`src/rtl/bist_response_analyzer.sv`:
```
// Read-back checker for the SRAM BIST: aligns expected data with SRAM output,
// counts mismatches, captures the first failure and drives GoNoGo. Optional MISR via BIST_MISR_EN.
module bist_response_analyzer #(
  parameter int ADDR_W   = 8,
  parameter int DATA_W   = 4,
  parameter int READ_LAT = 1,
  parameter int CNT_W    = 8
) (
  input  logic              clk,
  input  logic              rst,
  input  logic              start,
  input  logic              rd_en,
  input  logic [ADDR_W-1:0] rd_addr,
  input  logic [DATA_W-1:0] exp_data,
  input  logic              last,
  input  logic [DATA_W-1:0] mem_dout,
  output logic              busy,
  output logic              done,
  output logic              GoNoGo,
  output logic [CNT_W-1:0]  err_count,
  output logic [ADDR_W-1:0] fail_addr,
  output logic [DATA_W-1:0] fail_exp,
  output logic [DATA_W-1:0] fail_act,
  output logic [15:0]       signature
);

  typedef enum logic [1:0] {S_IDLE, S_ACTIVE, S_DRAIN, S_DONE} state_t;

  state_t state, state_nxt;

  logic [READ_LAT-1:0] pipe_valid;
  logic [READ_LAT-1:0] pipe_last;
  logic [ADDR_W-1:0]   pipe_addr [READ_LAT];
  logic [DATA_W-1:0]   pipe_exp  [READ_LAT];

  logic load, cmp_fire, cmp_last, mismatch, first_seen;

  // Reads are only accepted while collecting; a start in the same cycle always wins.
  assign load     = (state == S_ACTIVE) && rd_en && !start;
  assign cmp_fire = pipe_valid[READ_LAT-1] && !start &&
                    ((state == S_ACTIVE) || (state == S_DRAIN));
  assign cmp_last = cmp_fire && pipe_last[READ_LAT-1];
  assign mismatch = cmp_fire && (mem_dout != pipe_exp[READ_LAT-1]);

  // NOTE: sequential state uses non-blocking assignments so every register samples pre-edge values.
  always_ff @(posedge clk or posedge rst) begin
    if (rst) state <= S_IDLE;
    else     state <= state_nxt;
  end

  // NOTE: every signal assigned in a combinational block gets a default first, so no latch is inferred.
  always_comb begin
    state_nxt = state;
    unique case (state)
      S_IDLE:   if (start) state_nxt = S_ACTIVE;
      S_ACTIVE: if (start) state_nxt = S_ACTIVE;
                else if (load && last) state_nxt = S_DRAIN;
      S_DRAIN:  if (start) state_nxt = S_ACTIVE;
                else if (cmp_last) state_nxt = S_DONE;
      S_DONE:   state_nxt = start ? S_ACTIVE : S_IDLE;
      default:  state_nxt = S_IDLE;
    endcase
  end

  always_comb begin
    busy = (state == S_ACTIVE) || (state == S_DRAIN);
    done = (state == S_DONE);
  end

  // Valid and last tags are control and must reset/flush; start discards in-flight reads.
  always_ff @(posedge clk or posedge rst) begin
    if (rst) begin
      pipe_valid <= '0;
      pipe_last  <= '0;
    end else if (start) begin
      pipe_valid <= '0;
      pipe_last  <= '0;
    end else begin
      pipe_valid[0] <= load;
      pipe_last[0]  <= load && last;
      for (int i = 1; i < READ_LAT; i++) begin
        pipe_valid[i] <= pipe_valid[i-1];
        pipe_last[i]  <= pipe_last[i-1];
      end
    end
  end

  // NOTE: the address/data payload is qualified by pipe_valid, so it needs no reset.
  always_ff @(posedge clk) begin
    pipe_addr[0] <= rd_addr;
    pipe_exp[0]  <= exp_data;
    for (int i = 1; i < READ_LAT; i++) begin
      pipe_addr[i] <= pipe_addr[i-1];
      pipe_exp[i]  <= pipe_exp[i-1];
    end
  end

  always_ff @(posedge clk or posedge rst) begin
    if (rst) begin
      err_count  <= '0;
      fail_addr  <= '0;
      fail_exp   <= '0;
      fail_act   <= '0;
      first_seen <= 1'b0;
      GoNoGo     <= 1'b0;
    end else if (start) begin
      err_count  <= '0;
      fail_addr  <= '0;
      fail_exp   <= '0;
      fail_act   <= '0;
      first_seen <= 1'b0;
      GoNoGo     <= 1'b0;
    end else begin
      if (mismatch) begin
        if (err_count != {CNT_W{1'b1}}) err_count <= err_count + CNT_W'(1);
        if (!first_seen) begin
          first_seen <= 1'b1;
          fail_addr  <= pipe_addr[READ_LAT-1];
          fail_exp   <= pipe_exp[READ_LAT-1];
          fail_act   <= mem_dout;
        end
      end
      // The verdict must include the final compare, which may itself mismatch.
      if (cmp_last) GoNoGo <= (err_count == '0) && !mismatch;
    end
  end

`ifdef BIST_MISR_EN
  logic [15:0] misr;

  always_ff @(posedge clk or posedge rst) begin
    if (rst)           misr <= 16'h0000;
    else if (start)    misr <= 16'hFFFF;
    else if (cmp_fire) misr <= {misr[14:0], 1'b0} ^ (misr[15] ? 16'h1021 : 16'h0000)
                               ^ 16'(mem_dout);
  end

  assign signature = misr;
`else
  assign signature = 16'h0000;
`endif

endmodule

```
`config.mk`:
```
export PLATFORM = sky130hd
export DESIGN_NAME = bist_response_analyzer
export DESIGN_NICKNAME = d
export VERILOG_FILES = /design/src/rtl/bist_response_analyzer.sv
export SDC_FILE = /design/constraint.sdc
export NUM_CORES = 1
export LEC_CHECK = 0
export CELL_PAD_IN_SITES_DETAIL_PLACEMENT = 0
export CELL_PAD_IN_SITES_GLOBAL_PLACEMENT = 1
export CORE_ASPECT_RATIO = 0.9
export CORE_UTILIZATION = 31
export CTS_BUF_LIST = sky130_fd_sc_hd__clkbuf_16
export CTS_CLUSTER_DIAMETER = 200
export DETAILED_ROUTE_END_ITERATION = 8
export PLACE_DENSITY_LB_ADDON = 0.12
export SYNTH_ARGS = -nofsm -noshare
export SYNTH_HDL_FRONTEND = slang
export SYNTH_SLANG_ARGS = --single-unit
```
`constraint.sdc`:
```
create_clock -name clk -period 1.7 [get_ports clk]
set_input_delay 0.17 -clock clk [delete_from_list [all_inputs] [get_ports clk]]
set_output_delay 0.17 -clock clk [all_outputs]
set_load 0.05 [all_outputs]
```
==> results.cfg <==
[yosys]
synth-main-ff-cell = dfrtp_1
synth-xor-area-share = 0.01812
ys_async_sr_fraction = 0.7143
yosysUniqueCellTypes = 38
synth_edf_count = 0
yosys.area_share.simple = 0.1502
synth_adder_area_share = 0.04531
synthCells = 178
syn_area_um2 = 1933
synth-seq-area-share = 0.5126
yosys-top-cells-area = dfrtp_1 (39%), dfxtp_1 (12%), mux2i_1 (8.8%)
yosys.area.top_type_share = 0.3883
synth_compound_area_frac = 0.06084
ys_ff_latch = 42
synthMuxAreaShare = 0.1172
syn_avg_cell_area_um2 = 10.86
synth_top_family_by_area = simple AND/OR/NAND/NOR gates
yosys_warnings = 0
yosysTopAreaCell = dfrtp_1

[final_layout]
fillerInstances = 523
stdcell_area_um2 = 2904
n_antenna_cell = 0
drive_above_1_share = 0.3123
area_growth_pct = 50.23
nets = 280
fin_cells = 323
multi_input_area_um2 = 935.9
register_area_um2 = 994.7

[sta]
finalSetupTns_ps = -118.8
finClkSkew_ps = 4.401
fmax_ghz = 0.5732
whs_ps = 241.2
drv_slew = 0
period_share = 1.026
worst_slack_ps = -44.56
maxSlewHeadroom = 0.6539
final_hold_viol_count = 0
period_needed_ps = 1745
worst-slew-pin-transition_ps = 517.5
setup_viol = 10
rsz0062_at_grt = true

[power]
p_leak_nw = 1.441
ir_worst_vdd_uv = 609.4
pwr_density_cell_nw_per_um2 = 1184

[job]
cap_violations = 0

[routing]
antenna_left = 0
wl_um = 4341
wl_per_cell_um = 13.44
vias_per_cell = 4.647
num_vias = 1501
dr.pass1.iters = 4
drt_iter0_markers = 52
drc = 0

[global_routing]
first_global_vias = 1556
grtUsageMet1 = 0.1766
grt_pass1_wl_um = 7500
use_met3 = 0.04198
met2_usage = 0.2460
grt_overflow = 0
antenna_found_initial = 0
grt_max_degree = 38
grt_usage = 0.1443
busiest_layer = met2

[worst_setup_path]
cp_data_required_time_ps = 1900
critPathCaptureType = flop
cp_max_fo = 4
worstSetupPathType = flop to flop
arrival_ps = 1950
start_kind = flop

[clocking]
cts_buffers = 5
cts_tree = built
htree_levels = 2
path_clk_slew_ps = 60
hold_buffers = 0
root_buffer = clkbuf_16
clk_path_buf_depth = 2
clock_latency_ps = 270
cts_num_sinks = 42

[place]
port_buffers = 47
hpwl_um = 3088
placed_cell_area_um2 = 2577
dp.cells = 308
pre_cts_ws_ps = -414.9
place_congestion = 0.7399

[die]
pin_count = 64
die-area_um2 = 6556
rows = 26
die_y_um = 76.92
chipWidth_um = 85.24
core_um2 = 5856
start_util = 0.3301

[run_status]
outcome = finished with violations
violations = setup timing

[worst_hold_path]
hp-class = input port to flop
-- area by class of cell --
class                   count  area share
multi-input cells         121      0.3223
repair buffers             74      0.2374
well taps                  70     0.03016
flip-flops and latches     42      0.3425
clock buffers               5     0.04308
clock inverters             3     0.01422
inverters                   8     0.01034
-- routing by layer --
| layer | routed length [µm] | part of all wire |
|---|---|---|
| met2 | 2166 | 0.50 |
| met4 | 23 | 0.0053 |
| met5 | 0 | 0 |
| met1 | 1927 | 0.44 |
| met3 | 223 | 0.051 |
-- worst max-delay path, cell delays in order (launching register included) --
cell,delay (ps)
dfrtp_1,360
inv_2,60
ha_4,280
nand2_4,60
or3_4,340
or4_4,420
a21oi_2,140
-- path summary, 6_finish.rpt --
| kind | start | to | slack, ps | cells after the start |
|---|---|---|---|---|
| max in group asynchronous | rst | err_count[3] | 1120 | 3 |
| hold reg to reg | pipe_addr[0][5] | fail_addr[5] | 480 | 2 |
| setup / recovery | state[0] | err_count[5] | -40 | 6 |
| setup reg to reg | state[0] | err_count[5] | -40 | 6 |
| min in group asynchronous | rst | err_count[0] | 270 | 3 |
| hold / removal | mem_dout[3] | fail_act[3] | 240 | 3 |
-- power breakdown --
group          leakage (nW)  switching, mW  internal, mW
clock                0.0812          0.362         0.687
combinational         0.850          0.689         0.580
sequential            0.510         0.0482          1.07
-- kinds of logic after synthesis --
| kind of cell | after synthesis |
|---|---|
| fa+ha+maj | 7 |
| compound gates | 13 |
| mux | 22 |
| xor+xnor | 4 |
| simple gates | 59 |
| other cells | 1 |
| flops | 42 |
| buf+inv | 30 |
-- through the flow --
step / utilization / total power, mW
2_1_floorplan: - / 1.905
3_3_place_gp: 0.4402 / 2.283
3_5_place_dp: 0.4402 / 2.311
4_1_cts: 0.4808 / 3.452
5_1_grt: 0.4959 / 3.626
6_report: 0.4959 / 3.439
-- flip-flops by register name (all words and copies together), names as in the netlist --
name / flops
first_seen: 1
GoNoGo: 1
pipe_valid: 1
pipe_last: 1
fail_addr: 8
pipe_exp: 4
pipe_addr: 8
err_count: 8
fail_exp: 4
fail_act: 4
state: 2
-- repair_timing --
action	in CTS	in global routing
pin swaps	5	9
endpoints found under the setup margin	6	27
gates resized for setup	8	15
buffers inserted	4	3
-- synth_stat cells (2+ instances only) --
| library cell | n |
|---|---|
| nor4_1 | 6 |
| or4_1 | 2 |
| dfxtp_1 | 12 |
| nor2b_1 | 3 |
| nor2_1 | 28 |
| inv_1 | 8 |
| nand2_1 | 4 |
| xor2_1 | 4 |
| dfrtp_1 | 30 |
| buf_4 | 16 |
| o21ai_0 | 2 |
| mux2_2 | 5 |
| nor3_1 | 3 |
| ha_1 | 7 |
| nand3_1 | 6 |
| clkbuf_1 | 4 |
| mux2i_1 | 17 |
-- layout by cell type (no fill, tap or decap), drive strengths merged, types with 2 or more instances in the layout --
cell type and instances:
or4 2, o21ai 2, ha 7, nor4 6, nor3 3, xor2 4, dlymetal6s2s 4, nand2 4
buf 41, clkbuf 5, nor2b 3, inv 9, nor2 28, nand3 6, dfxtp 12, clkdlybuf4s50 29
mux2 5, dfrtp 30, conb 16, mux2i 17
(Power assumes the default switching activity.)
